## config.mk

```make
export PLATFORM = sky130hd
export DESIGN_NAME = demux_1_x_32_reg
export DESIGN_NICKNAME = d
export VERILOG_FILES = /design/src/rtl/demux_1_x_32_reg.sv
export SDC_FILE = /design/constraint.sdc
export NUM_CORES = 1
export LEC_CHECK = 0
export CAP_MARGIN = 20
export CELL_PAD_IN_SITES_DETAIL_PLACEMENT = 0
export CELL_PAD_IN_SITES_GLOBAL_PLACEMENT = 1
export CORE_ASPECT_RATIO = 1.1
export CORE_UTILIZATION = 25
export DETAILED_ROUTE_END_ITERATION = 16
export PLACE_DENSITY = 0.58
export SYNTH_ARGS = -nofsm -noshare
export SYNTH_HDL_FRONTEND = slang
export SYNTH_SLANG_ARGS = --single-unit
```

## constraint.sdc

```tcl
create_clock -name clk -period 4.6 [get_ports clk]
set_clock_uncertainty 0.15 [all_clocks]
set_input_delay 1.38 -clock clk [delete_from_list [all_inputs] [get_ports clk]]
set_output_delay 1.38 -clock clk [all_outputs]
set_load 0.1 [all_outputs]
```

## src/rtl/demux_1_x_32_reg.sv

```systemverilog
// Registered 1-to-4 demultiplexer: steers one input word per transfer into one of four
// single-entry holding registers, each with its own valid/ready handshake and accept counter.
module demux_1_x_32_reg #(
   parameter int WIDTH = 32,
   parameter int CNT_W = 8
) (
   input  logic             clk,
   input  logic             rst_n,
   input  logic             in_valid,
   output logic             in_ready,
   input  logic [1:0]       in_sel,
   input  logic [WIDTH-1:0] in_data,
   output logic [3:0]       out_valid,
   input  logic [3:0]       out_ready,
   output logic [WIDTH-1:0] out_data0,
   output logic [WIDTH-1:0] out_data1,
   output logic [WIDTH-1:0] out_data2,
   output logic [WIDTH-1:0] out_data3,
   output logic [CNT_W-1:0] cnt0,
   output logic [CNT_W-1:0] cnt1,
   output logic [CNT_W-1:0] cnt2,
   output logic [CNT_W-1:0] cnt3,
   output logic             busy
);

   localparam logic [CNT_W-1:0] CNT_ONE = {{(CNT_W-1){1'b0}}, 1'b1};

   logic [3:0]       valid_q;
   logic [WIDTH-1:0] data_q [4];
   logic [CNT_W-1:0] cnt_q [4];
   logic [3:0]       free;
   logic [3:0]       wr_en;
   logic             accept;

   // A channel can take a new word if empty or being drained this very cycle.
   assign free     = ~valid_q | out_ready;
   assign in_ready = rst_n & free[in_sel];
   assign accept   = in_valid & in_ready;

   always_comb begin
      wr_en = '0;
      if (accept) begin
         wr_en[in_sel] = 1'b1;
      end
   end

   // A write wins over a drain on the same channel, so drain-and-refill creates no bubble.
   always_ff @(posedge clk or negedge rst_n) begin
      if (!rst_n) begin
         valid_q <= '0;
         for (int k = 0; k < 4; k++) begin
            data_q[k] <= '0;
            cnt_q[k]  <= '0;
         end
      end else begin
         for (int k = 0; k < 4; k++) begin
            if (wr_en[k]) begin
               data_q[k]  <= in_data;
               valid_q[k] <= 1'b1;
               cnt_q[k]   <= cnt_q[k] + CNT_ONE;
            end else if (out_ready[k]) begin
               valid_q[k] <= 1'b0;
            end
         end
      end
   end

   assign out_valid = valid_q;
   assign busy      = |valid_q;
   assign out_data0 = data_q[0];
   assign out_data1 = data_q[1];
   assign out_data2 = data_q[2];
   assign out_data3 = data_q[3];
   assign cnt0      = cnt_q[0];
   assign cnt1      = cnt_q[1];
   assign cnt2      = cnt_q[2];
   assign cnt3      = cnt_q[3];

endmodule

```

==> impl_metrics.env <==
export IMPL_area_delta_synth_final_pct=48.1
export IMPL_drtIter0Drc=99
export IMPL_finalSetupTns_ps=0
export IMPL_worstSetupPathType="input pin to output port"
export IMPL_synthesis_area_mm2=0.00643
export IMPL_drt_pass1_iter_count=6
export IMPL_synth_top_cell_area_share=0.638
export IMPL_grt_pass1_wl_mm=26.9
export IMPL_clock_power_share=0.217
export IMPL_crit_buf_inv=2
export IMPL_ys_seq_area_frac=0.638
export IMPL_vias=4339
export IMPL_fillers=2400
export IMPL_tritoncts="built"
export IMPL_met2_usage=0.222
export IMPL_cts_buffer_depth=2
export IMPL_pwr_share_comb=0.499
export IMPL_rr_startpoint="out_valid[2]"
export IMPL_die_area_mm2=0.0264
export IMPL_synth_cell_types=32
export IMPL_ys_seq_elements=164
export IMPL_switching_share=0.508
export IMPL_synth_cells=476
export IMPL_rsz0062_at_grt="no"
export IMPL_fin_nets=737
export IMPL_gp_congestion=0.684
export IMPL_grt_usage=0.135
export IMPL_syn_nets=521
export IMPL_rr_worst_depth=4
export IMPL_worst_pin_slew_ps=1070
export IMPL_timing_rr_end="out_data2[1]"
export IMPL_synth_simple_area_share=0.114
export IMPL_core_mm2=0.0253
export IMPL_synthXorXnorAreaFrac=0.0381
export IMPL_rrSetupSlack_ps=2650
export IMPL_sequentialPowerShare=0.284
export IMPL_cp_start_kind="input pin"
export IMPL_p_int_mw=3.39
export IMPL_synth_area_leaders="dfrtp_1, mux2_2, nand2_1"
export IMPL_gr_max_usage_layer="met2"
export IMPL_drt_wl_total_mm=17.1
export IMPL_wl_per_cell_um=16.3
export IMPL_cp_end_kind="output port"
export IMPL_ctsHoldBuffers=0
export IMPL_worst_ep_required_time_ps=3070
export IMPL_slew_headroom=0.285
export IMPL_synth_compound_gate_area_share=0.00234
export IMPL_cap_violations=0
export IMPL_max_freq_mhz=234
export IMPL_dp_hpwl_mm=11.8
export IMPL_rows=61
export IMPL_regArea_mm2=0.00410
export IMPL_root_buffer="clkbuf_16"
export IMPL_synth_mux_area_fraction=0.173
export IMPL_grt_max_degree=60
export IMPL_holdPathEnd="out_data1[24]"
export IMPL_synthAdderAreaFrac=0.00779
export IMPL_die_w_um=155
export IMPL_antenna_left=0
export IMPL_cp_max_fo=3
export IMPL_diodes=0
export IMPL_finalHoldViolations=0
export IMPL_grt_use_met3=0.0395
export IMPL_min_path_type="register to register"
export IMPL_fp_dieH_um=170
export IMPL_dp_cells=1019
export IMPL_grt_remaining_overflow=0
export IMPL_drc=0
export IMPL_fin_ws_ps=318
export IMPL_grt_use_met1=0.168
export IMPL_cts_setup_buffers=0
export IMPL_layout_drive_gt1_share=0.194
export IMPL_holdPathStages=2
export IMPL_clk_latency_ps=420
export IMPL_worstPathCellList="clkdlybuf4s50_1, nor2b_1, nand2b_1, a21oi_1, nor3_2, buf_12"
export IMPL_worst_path_stages=6
export IMPL_cts_repair_resized=0
export IMPL_layout_min_cycle_time_ps=4280
export IMPL_dp_slack_ps=352
export IMPL_switching_power_mw=3.51
export IMPL_yosysWarnings=0
export IMPL_multi_input_area_mm2=0.00218
export IMPL_syn_mean_instance_area_um2=13.5
export IMPL_fin_cells=1051
export IMPL_clk_pin_slew_worst_paths_ps=60
export IMPL_slowest_stage="clkdlybuf4s50_1"
export IMPL_cts_htree_levels=4
export IMPL_critical_path_max_stage_delay_ps=400
export IMPL_powerDensity_mw_per_mm2=725
export IMPL_finalCritPeriodShare=0.931
export IMPL_path_delay_family="simple AND/OR/NAND/NOR gates"
export IMPL_pin_count=207
export IMPL_finalPower_mw=6.91
export IMPL_cts_sinks=164
export IMPL_setup_viol=0
export IMPL_final_max_slew_viol_count=0
export IMPL_vias_per_cell=4.13
export IMPL_min_from="out_data1[24]"
export IMPL_start_util=0.254
export IMPL_antenna_found_initial=0
export IMPL_worstPathArrival_ps=2750
export IMPL_portBuffers=206
export IMPL_synth_top_family_by_area="multiplexers"
export IMPL_grt_pass1_vias=4658
export IMPL_p_leak_nw=4.10
export IMPL_cts_buffers=17
export IMPL_synth_top_area_cell="dfrtp_1"
export IMPL_ir_worst_vdd_mv=0.333
export IMPL_status="completed"
-- per-stage QoR --
step / hold WS, ps / util / instance area, um2
after global placement: 311 / 0.353 / 8910
after global routing: 339 / 0.377 / 9520
after CTS: 328 / 0.377 / 9520
after floorplan: 812 / - / 6430
after detailed placement: 312 / 0.353 / 8910
final: 324 / 0.377 / 9520
-- routing by layer --
layer,vias up,wire length (um)
li1,2034,-
met1,2162,7380
met2,128,8500
met3,15,926
met4,0,286
met5,-,0
-- synth_stat cells --
master	instances
inv_1	1
nor3b_4	1
o21ai_0	2
nand2_2	2
nand3_1	11
buf_6	8
nor4_4	1
and2_1	6
nor2b_1	1
nand3b_1	1
mux2_1	16
buf_4	4
nand2b_1	4
nand2_1	107
nand3_2	1
mux2_2	83
and3b_1	1
nand4_1	8
a21oi_1	1
and4_1	1
or4_1	1
xnor2_1	23
xor2_1	5
and3_1	4
buf_2	6
nor3_1	3
or2_2	1
ha_1	4
dfrtp_1	164
nor3b_1	1
nor4bb_1	1
clkbuf_1	3
-- worst register-to-register path, cell delays in order, from the launching register on --
cell      delay (ps)
dfrtp_1          400
nand2b_1         170
nor4bb_4         330
buf_4            390
mux2_2           400
-- power by group through the flow --
stage / sequential [mW] / clock (mW) / combinational (mW)
after CTS: 1.96 / 1.56 / 3.48
after floorplan: 4.23 / 0 / 0.343
after global placement: 1.98 / 0 / 3.46
final: 1.96 / 1.50 / 3.45
after global routing: 2.01 / 1.62 / 3.54
after detailed placement: 1.99 / 0 / 3.47
-- state kept, by name (all words and copies together) (netlist names) --
register / count
cnt0: 8
out_data1: 32
out_data0: 32
out_data2: 32
cnt2: 8
out_valid: 4
out_data3: 32
cnt3: 8
cnt1: 8
-- cell type report --
cell class / count / share of cell area
clock inverters: 12 / 0.0177
inverters: 1 / 0.000394
multi-input cells: 290 / 0.229
flip-flops and latches: 164 / 0.431
repair buffers: 218 / 0.230
well taps: 346 / 0.0455
clock buffers: 20 / 0.0469
-- cells in the final DEF, fill, tap and decap left out, types with 4 or more instances in the layout --
cell,synthesis,layout
buf_4,4,11
xnor2_1,23,23
nand2b_1,4,4
mux2_1,16,16
clkdlybuf4s50_1,0,203
and2_1,6,6
ha_1,4,4
mux2_2,83,83
dfrtp_1,164,164
clkbuf_16,0,17
nand3_1,11,11
nand2_1,107,107
xor2_1,5,5
nand4_1,8,8
-- cell families (layout without fill, tap and decap cells) --
logic type                 count (synthesis)  in the layout
DFF                                      164            164
and+or+nand+nor                          156            156
muxes                                     99             99
xor gates and xnor gates                  28             28
buffers and inverters                     22            251
adders and majority gates                  4              4
AOI/OAI and AO/OA                          3              3
-- worst max path at each step --
stage / startpoint / to / slack (ps)
CTS: out_ready[0] / in_ready / 340
detailed placement: out_ready[0] / in_ready / 350
finish: out_ready[0] / in_ready / 320
global route: out_ready[0] / in_ready / 280
global placement: out_ready[0] / in_ready / 360
floorplan: in_sel[0] / in_ready / 130
(Power assumes the default switching activity.)
